==> src/rtl/ex_muldiv_unit.sv <==
// ex_muldiv_unit: multi-cycle unsigned MULTU/DIVU unit for the EX stage.
// It owns the architectural HI/LO registers and holds the pipeline through
// stall while an operation iterates, one bit per cycle.
module ex_muldiv_unit #(
  parameter int unsigned WIDTH = 32
) (
  input  logic             clock,
  input  logic             reset,
  input  logic             in_valid,
  input  logic [1:0]       in_op,
  input  logic [WIDTH-1:0] in_a,
  input  logic [WIDTH-1:0] in_b,
  input  logic             flush,
  output logic             stall,
  output logic             busy,
  output logic             done,
  output logic [WIDTH-1:0] hi,
  output logic [WIDTH-1:0] lo
);

  localparam int unsigned CW = $clog2(WIDTH);

  typedef enum logic [1:0] {
    IDLE = 2'd0,
    BUSY = 2'd1,
    DONE = 2'd2
  } state_t;

  state_t             state;
  state_t             state_next;
  logic               start;
  logic               last;
  logic               op_div;
  logic [CW-1:0]      count;
  // Multiplicand for MULTU, divisor for DIVU.
  logic [WIDTH-1:0]   operand;
  // Upper half: partial product / remainder. Lower half: multiplier bits
  // still to consume (MULTU) or dividend bits shifting out as quotient
  // bits shift in (DIVU).
  logic [2*WIDTH-1:0] acc;
  logic [2*WIDTH-1:0] acc_step;
  logic [WIDTH:0]     mul_sum;
  logic [WIDTH:0]     div_shift;
  logic [WIDTH-1:0]   div_diff;
  logic               div_ge;

  // Accept decode; reset dominates flush, flush dominates the request.
  always_comb begin
    start = !reset && !flush && in_valid && (in_op == 2'b01 || in_op == 2'b10);
    last  = (count == CW'(WIDTH - 1));
    stall = !reset && (((state == IDLE) && start) || (state == BUSY));
  end

  // One shift-add or restoring-division iteration on the accumulator.
  always_comb begin
    mul_sum   = {1'b0, acc[2*WIDTH-1:WIDTH]} + (acc[0] ? {1'b0, operand} : '0);
    div_shift = acc[2*WIDTH-1:WIDTH-1];
    div_ge    = (div_shift >= {1'b0, operand});
    div_diff  = div_shift[WIDTH-1:0] - operand;
    if (op_div) begin
      acc_step = {(div_ge ? div_diff : div_shift[WIDTH-1:0]), acc[WIDTH-2:0], div_ge};
    end else begin
      acc_step = {mul_sum, acc[WIDTH-1:1]};
    end
  end

  // Next-state logic.
  always_comb begin
    state_next = state;
    case (state)
      IDLE:    if (start) state_next = BUSY;
      BUSY: begin
        if (flush)     state_next = IDLE;
        else if (last) state_next = DONE;
      end
      DONE:    state_next = IDLE;
      default: state_next = IDLE;
    endcase
  end

  // State register with registered busy/done flags.
  always_ff @(posedge clock) begin
    if (reset) begin
      state <= IDLE;
      busy  <= 1'b0;
      done  <= 1'b0;
    end else begin
      state <= state_next;
      busy  <= (state_next == BUSY);
      done  <= (state == BUSY) && !flush && last;
    end
  end

  // Operand capture, iteration datapath and HI/LO write-back.
  always_ff @(posedge clock) begin
    if (reset) begin
      op_div  <= 1'b0;
      operand <= '0;
      acc     <= '0;
      count   <= '0;
      hi      <= '0;
      lo      <= '0;
    end else begin
      case (state)
        IDLE: begin
          if (start) begin
            op_div  <= (in_op == 2'b10);
            operand <= (in_op == 2'b10) ? in_b : in_a;
            acc     <= {{WIDTH{1'b0}}, ((in_op == 2'b10) ? in_a : in_b)};
            count   <= '0;
          end
        end
        BUSY: begin
          if (!flush) begin
            acc   <= acc_step;
            count <= count + 1'b1;
            if (last) begin
              hi <= acc_step[2*WIDTH-1:WIDTH];
              lo <= acc_step[WIDTH-1:0];
            end
          end
        end
        default: ;
      endcase
    end
  end

endmodule

==> config.mk <==
export PLATFORM = sky130hd
export DESIGN_NAME = ex_muldiv_unit
export DESIGN_NICKNAME = d
export VERILOG_FILES = /design/src/rtl/ex_muldiv_unit.sv
export SDC_FILE = /design/constraint.sdc
export NUM_CORES = 1
export LEC_CHECK = 0
export CAP_MARGIN = 20
export CELL_PAD_IN_SITES_DETAIL_PLACEMENT = 2
export CELL_PAD_IN_SITES_GLOBAL_PLACEMENT = 2
export CORE_MARGIN = 2
export CORE_UTILIZATION = 26
export DETAILED_ROUTE_END_ITERATION = 16
export GPL_TIMING_DRIVEN = 1
export PLACE_DENSITY_LB_ADDON = 0.12
export SYNTH_ARGS = -nofsm -noshare
export SYNTH_HDL_FRONTEND = slang
export SYNTH_SLANG_ARGS = --single-unit
==> constraint.sdc <==
create_clock -name clock -period 3.2 [get_ports clock]
set_input_delay 0.48 -clock clock [delete_from_list [all_inputs] [get_ports clock]]
set_output_delay 0.48 -clock clock [all_outputs]
set_load 0.02 [all_outputs]
# Yosys cells after proc, flatten, opt, wreduce, memory -nomap -nowiden
# Index checks and enable logic that the tools add are counted.
# totals
ff_bits,170
in_bits,70
out_inout_bits,67
word_cells,52
# classes
n_addsub,3
order_cmp,1
n_eq_ne,7
mux,15
n_bitwise,1
reduce_logical,16
# op_table
operator,count
2-to-1 mux 64 bit,3
2-to-1 mux 32 bit,4
one-hot mux 64 bit (2 select lines),1
adder 32 x 32 -> 33 bit,1
greater-or-equal comparator 33 x 32 -> 1 bit,1
subtractor 32 bit,1
2-to-1 mux 5 bit,2
one-hot mux 5 bit (2 select lines),1
logical AND 1 bit,7
"== test 2 x 1 -> 1 bit, second input constant",3
2-to-1 mux 2 bit,3
AND reduction 3 bit,2
"adder 5 x 1 -> 5 bit, second input constant",1
"== test 5 bit, second input constant",1
"inequality test 2 bit, second input constant",2
one-hot mux 2 bit (2 select lines),1
"== test 2 bit, second input constant",1
logical NOT 1 bit,2
logical NOT 2 bit,1
logical OR 1 bit,2
AND reduction 2 bit,1
nonzero test 2 bit,1
inverter 1 bit,1

# Logic depth before layout (Yosys ltp)
# Gate-level depths: netlist of the first run.
# logic_depth
ltp_word,7
depth_mapped,15
ltp_nobuf,14

# Worst setup path after synthesis of the first run
# No wires, ideal clock.
# synth_timing
path_kind,reg2reg
start,register acc[0]
end,register acc[59]
setup_time_ps,117
arrival_time_ps,2922
required_time_ps,3083
setup_slack_ps,161
path_stages_with_launch,15
n_path_buf,1
period_less_slack_ps,3039
path_cell_list,dfxtp_1 clkbuf_1 and2_1 ha_1 fa_1 a211oi_1 o21bai_1 a41o_1 o2111ai_2 a21oi_1 o21bai_2 a21o_1 xor2_1 nand2_1 a32o_1
# synth_between
elab_chain_len,5
# synth_lines
element,line_no,source
from (decl),40,logic [2*WIDTH-1:0] acc;
from (signal assigned),109,"acc <= {{WIDTH{1'b0}}, ((in_op == 2'b10) ? in_a : in_b)};"
from (signal assigned),115,acc <= acc_step;
2-to-1 mux 32 bit,56,"mul_sum = {1'b0, acc[2*WIDTH-1:WIDTH]} + (acc[0] ? {1'b0, operand} : '0);"
adder 32 x 32 -> 33 bit,56,
2-to-1 mux 64 bit,60,if (op_div) begin
2-to-1 mux 64 bit,114,if (!flush) begin
one-hot mux 64 bit (2 select lines),104,case (state)
# Every way passes these cells. The select of a mux whose other input is x is not followed.
# A chain may end at the register's enable or synchronous reset.

# Worst setup path after layout of the first run
# Ends and elaborated chain as after synthesis.

==> metrics.csv, run 1 <==
stage,metric,value,unit
yosys,most instantiated cells after synthesis,"174 x nor2_1, 170 x dfxtp_1, 128 x a21oi_1, 112 x mux2i_1, 88 x nand2_1",
yosys,ys flop type,dfxtp_1,
worst_setup_path,"Buf+Inv Stages, Crit Path",1,
grt,first-pass GRT wire length,73000,um
run,Max Cap Viol,0,
die,Initial Util,0.2649,
yosys,Yosys cell types,73,
drt,number of routed nets with antenna violations,0,
clocking,Sink Count,170,
drt,vias per inst,5.209,
yosys,net count after synthesis,1528,
placement,post-DP HPWL,36210,um
clocking,CTS Buffer Depth,2,
sta,Setup Viol. Count Final,1,
die,Die Area,44690,um2
cells_and_area,cell area after layout,15500,um2
yosys,Mapped Cells,1389,
hold_path,Hold Path Class,flip-flop to flip-flop,
placement,Final GP Congestion,0.8665,
sta,final setup TNS,-0.006436,ns
clocking,clk_lat worst skew,0.47,ns
clocking,CTS tree,built,
sta,Final WS setup,-0.006436,ns
yosys,sequential fraction of the synthesis area,0.3043,
hold_path,min-delay src,lo[0],
worst_setup_path,CP startpoint,acc[0],
power_and_ir_drop,leakage,6.166,nW
worst_setup_path,CP startpoint kind,flip-flop,
outcome,failing checks,setup timing,
sta,Slew Limit Fails,0,
yosys,"count leader, synth",nor2_1,
grt,largest net degree at the start of global routing,66,
yosys,Post-synth EDFFs,0,
outcome,status,"finished, violations left",
clocking,Clock transition at path regs,0.08,ns
drt,via count,11330,
cells_and_area,nets@finish,1763,
clocking,CTS buffer count,17,
cells_and_area,layout cells sized above 1,0.2035,
drt,routed length per instance,22.07,um
die,Rows,75,
worst_setup_path,slowest cell on the critical path,dfxtp_4,
cells_and_area,Area Overhead vs Synth,38.58,%
drt,DRC viols,0,
worst_setup_path,crit-path max FO,5,
yosys,synth warn,0,
yosys,Synth area leader,dfxtp_1,
sta,clock skew,0.01591,ns
power_and_ir_drop,Max VDD drop,384.8,uV
worst_setup_path,CP Data Required Time,3.56,ns
grt,total track usage,0.2149,
sta,post-layout minimum cycle time,3.206,ns
power_and_ir_drop,pwr/cell area,377.7,nW/um2
worst_setup_path,CP Capture Type,flip-flop,
grt,initial antenna violation count,3,
yosys,post-synth top area share,0.3043,
sta,Slew @ Worst Pin,0.8818,ns
yosys,Synth Cell Area,11180,um2
die,Chip Height,211.4,um
worst_setup_path,Most Frequent Cell on Critical Path,o21bai_2,
grt,number of global-route vias before repair,12110,
worst_setup_path,Worst EP arrival,3.57,ns
placement,Buffers on Ports,136,
drt,DRT Wirelength,48000,um
yosys,Seq cells post-synth,170,
worst_setup_path,Crit Path Category,flip-flop to flip-flop,
yosys,syn avg cell area,8.052,um2
sta,fin crit share,1.002,
die,core area,42230,um2
worst_setup_path,CP Cell Sequence,"buf_6, and2_4, ha_4, fa_2, a211oi_2, o21bai_2, a41o_2, o2111ai_4, a21oi_4, o21bai_2, a21o_1, xor2_2, nand2_1, a32o_1",
sta,RSZ-0062 raised after global routing,true,
worst_setup_path,crit-path max cell delay,0.38,ns
drt,Detailed Routing Iterations Pass 1,5,
yosys,Async SR Flop Fraction,0,
die,Die Wd,211.4,um
worst_setup_path,"CP delay by family, top",compound AO/OA/AOI/OAI gates,
grt,grt total ovfl,0,
drt,1st-iter DRT viols,569,
placement,Placed Area,14080,um2
sta,Max-slew headroom,0.4115,
sta,Fin. Hold Viols,0,
worst_setup_path,worst r2r src,acc[0],
clocking,Root Buffer,clkbuf_16,
yosys,"top cells by area, synth","dfxtp_1 30%, mux2i_1 10%, ha_1 7.5%, nor2_1 5.8%, a21oi_1 5.7%",
clocking,H-tree levels,4,
cells_and_area,Antenna Cells,0,
sta,fmax,311.9,MHz
die,I/O pin cnt,137,
## per-layer routing
layer	vias to the layer above	global-route usage	share of wire
met1	5645	0.3130	0.51
met5	-	0	0.00027
met3	51	0.02611	0.028
li1	5459	-	-
met4	2	0.06265	0.019
met2	173	0.3304	0.44
## area by class of cell
type                            instances  area [um2]
Clock inverter                         13       188.9
Inverter                               50       187.7
Clock buffer                           18       439.2
Tap cell                              539       674.4
Multi-Input combinational cell       1070        7764
Fill cell                            4785       26730
Sequential cell                       170        3425
Timing Repair Buffer                  315        2821
## worst register-to-register path, delay by kind of cell, from the launching register on
kind / cells / cell delay (ns)
AO/OA/AOI/OAI: 8 / 1.66
adder cells (fa/ha/maj): 2 / 0.51
flip-flops: 1 / 0.38
AND/OR/NAND/NOR: 2 / 0.25
XOR/XNOR: 1 / 0.17
buffers and inverters: 1 / 0.12
## state kept, by name, summed over array words and instances (netlist names)
name,flops
acc,64
busy,1
count,5
done,1
hi,32
lo,32
op_div,1
operand,32
state,2
## where the power goes
part | switching (W) | total, W | internal [W]
sequential | 0.0000290 | 0.00217 | 0.00214
combinational | 0.000698 | 0.00134 | 0.000647
clock | 0.00100 | 0.00234 | 0.00133
total | 0.00173 | 0.00585 | 0.00412
## path summary, 6_finish.rpt
| kind | depth (start not counted) | slack [ns] | to |
|---|---|---|---|
| hold / removal | 2 | 0.46 | lo[0] |
| setup / recovery | 14 | -0.006 | acc[59] |
| setup reg to reg | 14 | -0.006 | acc[59] |
| hold reg to reg | 2 | 0.46 | lo[0] |
## logic make-up (layout without fill, tap and decap cells)
logic type,after synthesis,in the layout,share of synthesized area
AOI/OAI and AO/OA,428,428,0.2525
and+or+nand+nor,403,403,0.1634
DFF,170,170,0.3043
buffers and inverters,149,396,0.05515
muxes,114,114,0.1022
adders and majority gates,69,69,0.07853
xor gates and xnor gates,56,56,0.04385
## placed cells by master (no fill, tap or decap), drive strengths merged, types with 12 or more instances in the layout
cell	Yosys	layout
buf	21	179
nor2	174	174
dfxtp	170	170
clkdlybuf4s50	0	134
a21oi	133	133
mux2i	112	112
nand2	88	88
a211oi	81	81
ha	67	67
inv	50	54
o21ai	52	52
a21o	38	38
and2	34	34
o22ai	32	32
xnor2	30	30
nor3	27	27
xor2	26	26
nand3	23	23
clkbuf	78	19
o21a	13	13
nand4	12	12
a31oi	12	12
o21bai	12	12
## metrics by stage
stage | instances | utilization | total power [W] | setup slack, ns | hold slack (ns)
2_1_floorplan | 1389 | - | 0.002907 | 0.1606 | 0.4522
3_3_place_gp | 2123 | 0.3333 | 0.003375 | -0.2912 | 0.4455
3_5_place_dp | 2123 | 0.3333 | 0.003388 | -0.3805 | 0.4545
4_1_cts | 2162 | 0.3545 | 0.005798 | -0.06414 | 0.4648
5_1_grt | 2175 | 0.3671 | 0.006103 | -0.1282 | 0.4826
6_report | 2175 | 0.3671 | 0.005854 | -0.006436 | 0.4601
## repair_timing
item,in CTS,in global routing
buffers inserted,8,12
setup endpoints to repair,40,58
gates cloned,0,1
hold buffers,0,0
pin swaps,18,30
resized for setup,46,92
(Power assumes the default switching activity.)
==> run 2: changes to the inputs <==
Settings changed: ABC_AREA set to 0, CTS_CLUSTER_SIZE set to 30, HOLD_SLACK_MARGIN set to 0.06.
==> results of run 2 <==
No change in the layout: final DEF, timing and power equal those of run 1.
==> run 3: changes to the inputs <==
Settings changed: CORE_ASPECT_RATIO set to 0.9, SLEW_MARGIN set to 5.
==> run 3 against run 2 <==
Compared with the run above:
- the run now ends clean
- total power is 1.8% lower
- sequential power hardly changed
- non-clock buffer count is 8 lower
- first-iteration DRC count is 18% lower
- clock-buffer cell count is 1 lower
- worst setup slack better by 0.029 ns
- core utilization is 0.51 points lower
- hold slack better by 0.0022 ns
- clock power is 5% lower
- fmax is 0.90% higher
- highest routed layer is now met4
- clock skew is 0.0026 ns higher
- critical endpoint is now hi[25]
- combinational power hardly changed
- largest power group unchanged
==> metrics.csv, run 3 (same netlist as run 1, synthesis figures left out) <==
stage,metric,value,unit
hold_path,Hold Path Class,flip-flop to flip-flop,
worst_setup_path,slowest cell on the critical path,dfxtp_4,
clocking,CTS Buffer Depth,2,
worst_setup_path,worst r2r src,acc[0],
cells_and_area,Largest register FFs,64,
run,Max Cap Viol,0,
clocking,H-tree levels,4,
sta,Fin. Hold Viols,0,
cells_and_area,most frequent cells in the layout,"170 x nor2_1, 160 x buf_4, 156 x dfxtp_1",
worst_setup_path,"CP delay by family, top",compound AO/OA/AOI/OAI gates,
cells_and_area,area occupied by multi-input gates,7782,um2
power_and_ir_drop,Sw Share,0.3147,
placement,post-DP HPWL,36640,um
grt,initial antenna violation count,1,
power_and_ir_drop,power share of the sequential group,0.378,
cells_and_area,"commonest non-fill, non-tap cell in the layout",nor2_1,
drt,DRT Wirelength,48870,um
drt,via count,11300,
cells_and_area,nets@finish,1755,
power_and_ir_drop,Max VDD drop,368.1,uV
drt,vias per inst,5.173,
worst_setup_path,CP startpoint,acc[0],
worst_setup_path,crit-path max FO,8,
sta,fin crit share,0.9931,
sta,Setup Viol. Count Final,0,
cells_and_area,register area,3428,um2
drt,1st-iter DRT viols,469,
cells_and_area,Layout Cells excl Fill,2184,
cells_and_area,layout cells sized above 1,0.2027,
sta,Slew @ Worst Pin,0.9675,ns
power_and_ir_drop,Design Power,0.005751,W
clocking,Sink Count,170,
power_and_ir_drop,Int Pwr,0.003941,W
die,Rows,72,
clocking,Clock transition at path regs,0.08,ns
worst_setup_path,Crit Path Category,flip-flop to flip-flop,
drt,number of routed nets with antenna violations,0,
hold_path,min-delay src,lo[0],
power_and_ir_drop,leakage,6.083,nW
cells_and_area,final core utilization,0.3620,
drt,Detailed Routing Iterations Pass 1,4,
die,Die Area,44700,um2
worst_setup_path,CP Cell Sequence,"and2_4, ha_4, buf_6, a21o_1, buf_6, a221o_1, a41o_4, o2111ai_4, a21oi_4, o21bai_4, buf_4, o41ai_2, o31ai_1, o21ai_1, o21ai_1",
clocking,CTS buffer count,17,
worst_setup_path,CP Capture Type,flip-flop,
sta,Slew Limit Fails,0,
power_and_ir_drop,P_sw,0.001810,W
placement,Buffers on Ports,136,
cells_and_area,filler cell count,4827,
power_and_ir_drop,pwr/cell area,372.1,nW/um2
sta,post-layout minimum cycle time,3.178,ns
grt,total track usage,0.2180,
placement,DP Cell Count,2137,
die,core area,42700,um2
sta,Max-slew headroom,0.3543,
die,Chip Height,200.8,um
grt,number of global-route vias before repair,12070,
die,Initial Util,0.2619,
worst_setup_path,crit-path max cell delay,0.41,ns
power_and_ir_drop,clock share of power,0.388,
grt,first-pass GRT wire length,74050,um
worst_setup_path,CP startpoint kind,flip-flop,
drt,DRC viols,0,
outcome,status,"finished, final reports clean",
worst_setup_path,Worst EP arrival,3.60,ns
clocking,hold_buf cts,0,
clocking,Root Buffer,clkbuf_16,
sta,RSZ-0062 raised after global routing,true,
power_and_ir_drop,combinational share of power,0.234,
worst_setup_path,"Buf+Inv Stages, Crit Path",3,
clocking,clk_lat worst skew,0.50,ns
grt,largest net degree at the start of global routing,89,
sta,clock skew,0.01852,ns
drt,routed length per instance,22.38,um
die,Die Wd,222.6,um
sta,hold_ws,0.4624,ns
placement,Final GP Congestion,0.8424,
die,I/O pin cnt,137,
worst_setup_path,CP Data Required Time,3.63,ns
grt,grt total ovfl,0,
sta,fmax,314.7,MHz
clocking,CTS tree,built,
cells_and_area,Largest Register,acc,
cells_and_area,Area Overhead vs Synth,38.20,%
sta,final setup TNS,0,ns
==> run 3: routing by layer <==
metal,track usage,part of all wire
met1,0.3235,0.52
met2,0.3232,0.43
met3,0.03981,0.034
met4,0.05273,0.011
met5,0,0
==> run 3: worst register-to-register path: cells and delay by family (launching register included) <==
| family | cells | cell delay, ns |
|---|---|---|
| compound gates | 10 | 1.98 |
| flops | 1 | 0.41 |
| buf+inv | 3 | 0.37 |
| fa+ha+maj | 1 | 0.19 |
| simple gates | 1 | 0.17 |
==> run 3: through the flow <==
step	instance area [um2]	setup slack [ns]
global placement	14080	-0.2223
CTS	14860	0.001685
floorplan	11180	0.1606
detailed placement	14080	-0.3808
global route	15450	-0.1047
finish	15460	0.02208
==> run 3: path summary, 6_finish.rpt <==
kind	slack [ns]	cells after the start	to
worst max-delay path	0.02	15	hi[25]
worst min register to register	0.46	2	lo[0]
worst max register to register	0.02	15	hi[25]
worst min-delay path	0.46	2	lo[0]
==> run 3: what timing repair did <==
action                     4_1_cts  5_1_grt
setup endpoints to repair       49       60
buffers inserted                 3       11
gates resized for setup         34      113
gates cloned                     0        1
pin swaps                       13       38
==> run 3: final cells by class <==
type,count,share of cell area
inverter,50,0.01230
clock buffer,17,0.02752
timing repair buffer,307,0.1795
sequential,170,0.2218
tap,555,0.04492
multi-input combinational,1070,0.5035
antenna,1,0.0001619
clock inverter,14,0.01036
==> run 3: power groups by stage <==
stage	combinational, W	clock, W	sequential [W]
3_3_place_gp	0.00115	0	0.00222
6_report	0.00134	0.00223	0.00217
3_5_place_dp	0.00117	0	0.00222
2_1_floorplan	0.000698	0	0.00221
5_1_grt	0.00144	0.00238	0.00218
4_1_cts	0.00119	0.00230	0.00217
==> RTL edit: new RTL, settings of run 1 <==
Make the reset (`reset`) asynchronous in 2 clocked blocks.
--- a/src/rtl/ex_muldiv_unit.sv
+++ b/src/rtl/ex_muldiv_unit.sv
@@ -80,5 +80,5 @@
 
   // State register with registered busy/done flags.
-  always_ff @(posedge clock) begin
+  always_ff @(posedge clock or posedge reset) begin
     if (reset) begin
       state <= IDLE;
@@ -93,5 +93,5 @@
 
   // Operand capture, iteration datapath and HI/LO write-back.
-  always_ff @(posedge clock) begin
+  always_ff @(posedge clock or posedge reset) begin
     if (reset) begin
       op_div  <= 1'b0;
Behaviour: differs if reset is asserted again (counterexample within 4 cycles, from zero or initial values and one cycle with reset high); with reset held inactive, the same outputs for 10 cycles.
==> RTL edit against run 1 <==
- design area grew 7.7%
- wire length is 5.9% higher
- sequential cell count unchanged
- synthesized area increased by 5.9%
- setup slack gained 0.057 ns
- worst hold slack gained 0.025 ns
- sequential share of layout area up 3.4 points
- final cell count up 3.0%
- critical path type unchanged
- largest cell class unchanged
Power is not compared: it rests on default switching activity, and its combinational part moved more than twofold at a synthesized area within 25%.
==> RTL edit: results (changes against run 1) <==
combined area of the multi-input logic cells 0.00778 sq mm (was 0.00776 sq mm); total track usage 0.214 (was 0.215); max-slew headroom at the worst pin 0.481 (was 0.411); DRT iter0 DRCs 434 (was 569); Setup Skew 0.0124 ns (was 0.0159 ns); slowest cell on the critical path sky130_fd_sc_hd__dfrtp_2 (was sky130_fd_sc_hd__dfxtp_4); via count of the routed design 11492 (was 11330); clock buf count 20 (was 18); Non-clock buffer share 0.185 (was 0.182); number of antenna violations at the first check in global routing 0 (was 3); multiplexer area fraction after synthesis 0.102 (about the same); adder-cell area share of the yosys netlist 0.0742 (was 0.0785); outcome completed (was finished, violations left); fraction of final layout cells with drive strength greater than 1 0.226 (was 0.204); share of the synthesized netlist area taken by xor and xnor gates 0.0392 (was 0.0439); final instance area 0.0167 sq mm (was 0.0155 sq mm); synth unique cells 75 (was 73); Clock-cell share 0.0357 (was 0.0405); detailed-placement wirelength estimate 37.8 mm (was 36.2 mm); met3 layer wire length in the routed design 1.51 mm (was 1.36 mm); CTS resizes 41 (was 46); net count after synthesis 1497 (was 1528); register area share after synthesis 0.359 (was 0.304); buffer count excluding the clock tree in the final layout 334 (was 315); number of instances in the synthesized netlist 1358 (was 1389); antenna cell count 1 (was 0); pin count of the biggest net entering global routing 133 (was 66); worst path arrival time 3.50 ns (was 3.57 ns); Cell Count Post-Placement 2189 (was 2123); post-place setup slack -0.289 ns (was -0.381 ns); ranking of synthesized cells by area sky130_fd_sc_hd__dfrtp_1 (36%), sky130_fd_sc_hd__mux2i_1 (8.8%), sky130_fd_sc_hd__ha_1 (7.1%), sky130_fd_sc_hd__nand2_1 (4.8%), sky130_fd_sc_hd__a21oi_1 (4.8%) (was sky130_fd_sc_hd__dfxtp_1 (30%), sky130_fd_sc_hd__mux2i_1 (10%), sky130_fd_sc_hd__ha_1 (7.5%), sky130_fd_sc_hd__nor2_1 (5.8%), sky130_fd_sc_hd__a21oi_1 (5.7%)); top cells by count, synth sky130_fd_sc_hd__dfrtp_1 (170), sky130_fd_sc_hd__nand2_1 (152), sky130_fd_sc_hd__a21oi_1 (113) (was sky130_fd_sc_hd__nor2_1 (174), sky130_fd_sc_hd__dfxtp_1 (170), sky130_fd_sc_hd__a21oi_1 (128)); nets@finish 1766 (was 1763); horizontal die dimension 217 um (was 211 um); asr flop ratio synth 1.00 (was 0); mean number of vias per cell 5.13 (was 5.21); layout inverter count without the clock tree 58 (was 50); average routed wire per standard cell 22.7 um (was 22.1 um); Met2 Routed Length 23.4 mm (was 21.2 mm); top fanout value on the critical path 7 (was 5)
==> RTL edit: changes by cell type after synthesis, sizes merged, moves of 31 or more <==
| cell | run 1 | this run |
|---|---|---|
| a211oi | 81 | 12 |
| o221ai | 1 | 37 |
| nor2 | 174 | 95 |
| nand2 | 88 | 152 |
| o22ai | 32 | 1 |
| dfxtp | 170 | 0 |
| o21ai | 52 | 103 |
| dfrtp | 0 | 170 |
==> RTL edit: metal layers <==
metal	track usage	up-vias
li1	-	5457
met1	0.305	5858
met2	0.338	150
met3	0.0366	27
met4	0.0441	0
met5	0	-
==> RTL edit: final timing paths <==
check | startpoint | endpoint | slack, ns | depth (start not counted)
worst min register to register | hi[13] | hi[13] | 0.48 | 2
worst max register to register | acc[0] | hi[19] | 0.05 | 12
min in group asynchronous | reset | state[1] | 0.60 | 2
max in group asynchronous | reset | acc[61] | 1.85 | 3
worst min-delay path | hi[13] | hi[13] | 0.48 | 2
worst max-delay path | acc[0] | hi[19] | 0.05 | 12
